**src/rtl/fifo_word_serializer.sv**
```systemverilog
// fifo_word_serializer
//   Pop-side stage that follows the FIFO. It takes one (DATA_WIDTH+1)-bit word per
//   valid/grant handshake and replays its payload as DATA_WIDTH/OUT_WIDTH narrower
//   beats, least significant chunk first. Bit DATA_WIDTH of the input word is a
//   "last" marker. It is reported on the final beat of that word only.
//
// Ports
//   clk          single clock, all state updates on posedge
//   rst          synchronous reset, active-high
//   in_data_i    word from the FIFO; MSB = last marker, lower bits = payload
//   in_valid_i   FIFO has a word available
//   in_grant_o   serializer takes the word this cycle
//   out_data_o   current beat
//   out_valid_o  out_data_o / out_last_o are valid
//   out_last_o   final beat of a word whose last marker was set
//   out_grant_i  sink accepts the beat this cycle
//   word_count_o (only with SER_WORD_COUNT_EN) saturating count of completed words
//
// Optional feature macro: SER_WORD_COUNT_EN

module fifo_word_serializer #(
  parameter int DATA_WIDTH = 32,
  parameter int OUT_WIDTH  = 8
) (
  input  logic                  clk,
  input  logic                  rst,
  input  logic [DATA_WIDTH:0]   in_data_i,
  input  logic                  in_valid_i,
  output logic                  in_grant_o,
  output logic [OUT_WIDTH-1:0]  out_data_o,
  output logic                  out_valid_o,
  output logic                  out_last_o,
  input  logic                  out_grant_i
`ifdef SER_WORD_COUNT_EN
  ,
  output logic [15:0]           word_count_o
`endif
);

  localparam int NUM_CHUNKS = DATA_WIDTH / OUT_WIDTH;
  localparam int CW         = (NUM_CHUNKS > 1) ? $clog2(NUM_CHUNKS) : 1;
  localparam logic [CW-1:0] LAST_CHUNK = CW'(NUM_CHUNKS - 1);

  // Parameter sanity: the payload must split evenly into at least two beats.
  if ((DATA_WIDTH % OUT_WIDTH) != 0 || NUM_CHUNKS < 2) begin : g_param_check
    $error("fifo_word_serializer: DATA_WIDTH must be a multiple of OUT_WIDTH with at least 2 chunks");
  end

  typedef enum logic {
    IDLE  = 1'b0,
    SHIFT = 1'b1
  } state_t;

  state_t                state_q, state_d;
  logic [CW-1:0]         chunk_q, chunk_d;
  logic [DATA_WIDTH-1:0] word_q, word_d;
  logic                  last_q, last_d;
  logic                  at_last;
  logic                  accept;
  logic                  beat_done;

  // Handshake and output decode. The grant is a pure function of state, the sink
  // grant and rst (never of in_valid_i), so no combinational loop through the FIFO
  // is possible. Granting on the final beat lets the next word load with no bubble.
  always_comb begin
    at_last     = (chunk_q == LAST_CHUNK);
    out_valid_o = (state_q == SHIFT);
    beat_done   = out_valid_o && out_grant_i;
    in_grant_o  = !rst && ((state_q == IDLE) ||
                           ((state_q == SHIFT) && at_last && out_grant_i));
    accept      = in_valid_i && in_grant_o;
    out_data_o  = word_q[int'(chunk_q) * OUT_WIDTH +: OUT_WIDTH];
    out_last_o  = (state_q == SHIFT) && last_q && at_last;
  end

  // Next-state logic. A stalled beat (valid without grant) leaves everything
  // untouched, which is what keeps data, last and chunk stable under backpressure.
  always_comb begin
    state_d = state_q;
    chunk_d = chunk_q;
    word_d  = word_q;
    last_d  = last_q;
    unique case (state_q)
      IDLE: begin
        if (accept) begin
          word_d  = in_data_i[DATA_WIDTH-1:0];
          last_d  = in_data_i[DATA_WIDTH];
          chunk_d = '0;
          state_d = SHIFT;
        end
      end
      SHIFT: begin
        if (beat_done) begin
          if (!at_last) begin
            chunk_d = chunk_q + CW'(1);
          end else if (accept) begin
            word_d  = in_data_i[DATA_WIDTH-1:0];
            last_d  = in_data_i[DATA_WIDTH];
            chunk_d = '0;
          end else begin
            chunk_d = '0;
            state_d = IDLE;
          end
        end
      end
      default: state_d = IDLE;
    endcase
  end

  always_ff @(posedge clk) begin
    if (rst) begin
      state_q <= IDLE;
      chunk_q <= '0;
      word_q  <= '0;
      last_q  <= 1'b0;
    end else begin
      state_q <= state_d;
      chunk_q <= chunk_d;
      word_q  <= word_d;
      last_q  <= last_d;
    end
  end

`ifdef SER_WORD_COUNT_EN
  // A word is complete when its final beat is taken; the count sticks at all-ones.
  always_ff @(posedge clk) begin
    if (rst) begin
      word_count_o <= '0;
    end else if (beat_done && at_last && (word_count_o != 16'hFFFF)) begin
      word_count_o <= word_count_o + 16'd1;
    end
  end
`endif

endmodule
```
**config.mk**
```make
export PLATFORM = sky130hd
export DESIGN_NAME = fifo_word_serializer
export DESIGN_NICKNAME = d
export VERILOG_FILES = /design/src/rtl/fifo_word_serializer.sv
export SDC_FILE = /design/constraint.sdc
export NUM_CORES = 1
export LEC_CHECK = 0
export ABC_AREA = 1
export CORE_UTILIZATION = 45
export DETAILED_ROUTE_END_ITERATION = 10
export GPL_TIMING_DRIVEN = 0
export PLACE_DENSITY = 0.86
export SLEW_MARGIN = 20
export SYNTH_ARGS = -nofsm -noshare
export SYNTH_HDL_FRONTEND = slang
export SYNTH_SLANG_ARGS = --single-unit
export TNS_END_PERCENT = 10
```
**constraint.sdc**
```tcl
create_clock -name clk -period 1.6 [get_ports clk]
set_clock_uncertainty 0.05 [all_clocks]
set_input_delay 0.32 -clock clk [delete_from_list [all_inputs] [get_ports clk]]
set_output_delay 0.32 -clock clk [all_outputs]
set_load 0.005 [all_outputs]
```
==> results.md <==
- Routed WL: 4910 µm
- Failing checks: negative setup slack
- Final period util: 112%
- Avg WL per Cell: 15.3 µm
- Die area: 0.00380 mm²
- Antenna cells: 0
- Measured slew at the worst slew-check pin: 0.469 ns
- Initial core utilization: 47.7%
- Post-layout minimum cycle time: 1.79 ns
- Placeable Area: 0.00336 mm²
- Cell Area, Synth: 0.00160 mm²
- Tightest Hold Check Type: in2reg
- Largest cells by area after synthesis: dfxtp_1 45%, nand3_1 22%, nand2_1 8.7%
- Hold_buf cts: 0
- Final Slew Violations: 0
- Post-synth EDFFs: 0
- Die Span Y: 61.7 µm
- RSZ-0062 raised after global routing: yes
- Latest clock arrival within the worst-skew pair: 0.36 ns
- Final std cells w/o fill: 321
- H-tree Lvls: 2
- Final Hold Viols: 0
- Largest buffer count on any clock path: 2
- Synth-to-Final Area Change: 45.0%
- DP Wirelength: 3020 µm
- PnR worst setup slack: -0.191 ns
- Fmax: 558 MHz
- Max capacitance violation total: 0
- Grt total ovfl: 0
- FF+latch count, synth: 36
- CTS tree: done
- Critical path capture point type: output port
- Placed cell areas: 0.00212 mm²
- Crit Path Class: reg2out
- Die Span X: 61.7 µm
- Clk pin slew, worst setup/hold paths: 0.11 ns
- Post-synth cell types: 18
- IO Port Bufs: 46
- IO Count: 48
- Critical path launch point type: flip-flop
- Worst-path maximum fanout: 5
- Post-route ant nets: 0
- Design Area, Final: 0.00232 mm²
- Pin count of the biggest net entering global routing: 11
- Setup-failing EPs final: 10
- Pleak: 1.06 nW
- Filler cells: 290
- Leading cell types in the layout, fill and taps excluded: 69 x nand3_1, 37 x nand2_1, 34 x clkdlybuf4s50_1
- Total number of vias: 1,807
- Top_reg_cell synth: dfxtp_1
- Pwr dens: 837 mW/mm²
- Drt initial violations: 159
- Placed cells: 305
- CP Data Arrival Time: 1.42 ns
- Worst slew margin: 68.7%
- Synth top area share: 45.0%
- Post-synthesis sequential area ratio: 45.0%
- First-pass GRT wire length: 7330 µm
- Synthesized Nets: 251
- GR Util All Layers: 27.3%
- Critical Path RT: 1.23 ns
- Vias/cell: 5.63
- Mapped Cells: 213
- Worst VDD drop: 529 µV
- Root Buffer: clkbuf_4
- Async SR Flop Fraction: 0%
- Avg Inst Size Synth: 7.52 µm²
- Initial antenna violation count: 0
- Clock Sinks: 36
- Drt first pass iters: 5
- Final #Nets: 312
- Commonest non-fill, non-tap cell in the layout: nand3_1
- Share of cells above drive strength 1: 23.3%
- Final Wtd Congestion: 0.825
- Row cnt: 21
- Drt drc: 0
- Syn. warnings: 0
- Top cell type by total area after synthesis: dfxtp_1
- Fin Setup TNS: -1.50 ns
- TritonCTS Buffers: 5
- Vias in the first global route: 1,560
- Status: finished, violations left
metal layers:
layer	up-vias	track usage [%]	part of all wire [%]
met5	-	0	0
met3	15	6.09	9.6
li1	856	-	-
met4	0	11.7	2.3
met2	108	44.7	49
met1	828	34.5	39
power by group:
group / total (mW) / switching (mW) / internal (mW) / leakage [nW]
logic: 0.413 / 0.199 / 0.214 / 0.727
clock network: 0.530 / 0.313 / 0.217 / 0.0326
registers: 1.00 / 0.0450 / 0.957 / 0.298
flip-flops by register name (all words and copies together), names as in the netlist:
name and flops:
word_q 32, chunk_q 2, out_valid_o 1, last_q 1
cells in the mapped netlist (3+ instances only):
| library cell | n |
|---|---|
| buf_2 | 6 |
| inv_1 | 4 |
| o22ai_1 | 8 |
| nand3_1 | 69 |
| nand2_1 | 37 |
| buf_6 | 6 |
| dfxtp_1 | 36 |
| clkbuf_1 | 3 |
| nor2_1 | 18 |
| a21oi_1 | 3 |
| o21ai_0 | 16 |
logic make-up (layout without fill, tap and decap cells):
family | Yosys count | in the layout | synth area share (%)
compound gates | 29 | 29 | 10.4
fa+ha+maj | 1 | 1 | 0.781
buf+inv | 21 | 83 | 8.43
flops | 36 | 36 | 45.0
simple gates | 126 | 126 | 35.4
metrics by stage:
stage               utilization (%)  hold WS, ns  power, mW  setup WS (ns)
finish                         69.1        0.229       1.95         -0.191
global route                   69.1        0.261       2.02         -0.231
CTS                            67.9        0.230       1.91         -0.161
detailed placement             63.1        0.406       1.38         -0.673
global placement               63.1        0.399       1.38         -0.677
floorplan                         -        0.339       1.18          0.185
critical path: stages (launching register included):
cell and delay (ns):
dfxtp_4 0.38, buf_12 0.14, inv_8 0.06, buf_6 0.11, nor2_1 0.05, o22ai_1 0.17
buf_2 0.14
path summary, 6_finish.rpt:
path               from             to  slack (ns)  cells past startpoint
min reg2reg  word_q[12]     word_q[12]        0.42                      2
max          chunk_q[0]  out_data_o[3]       -0.19                      6
max reg2reg  chunk_q[1]     word_q[23]        0.18                      7
min          in_valid_i    out_valid_o        0.23                      3
timing repair:
item	CTS	global route
cloned	2	0
buffers inserted	6	0
pin swaps	9	4
setup endpoints to repair	12	10
resized for setup	77	13
hold endpoints to repair	0	0
cell type report:
| cell class | count | area [µm²] | area share [%] |
|---|---|---|---|
| clock buffers | 8 | 58.8 | 2.53 |
| repair inverters | 1 | 6.26 | 0.269 |
| multi-input cells | 156 | 821 | 35.3 |
| flip-flops and latches | 36 | 729 | 31.4 |
| repair buffers | 53 | 483 | 20.8 |
| well taps | 46 | 57.6 | 2.48 |
| plain buffers | 16 | 140 | 6.03 |
| inverters | 5 | 28.8 | 1.24 |
No activity file was read; power rests on OpenSTA's default activity.
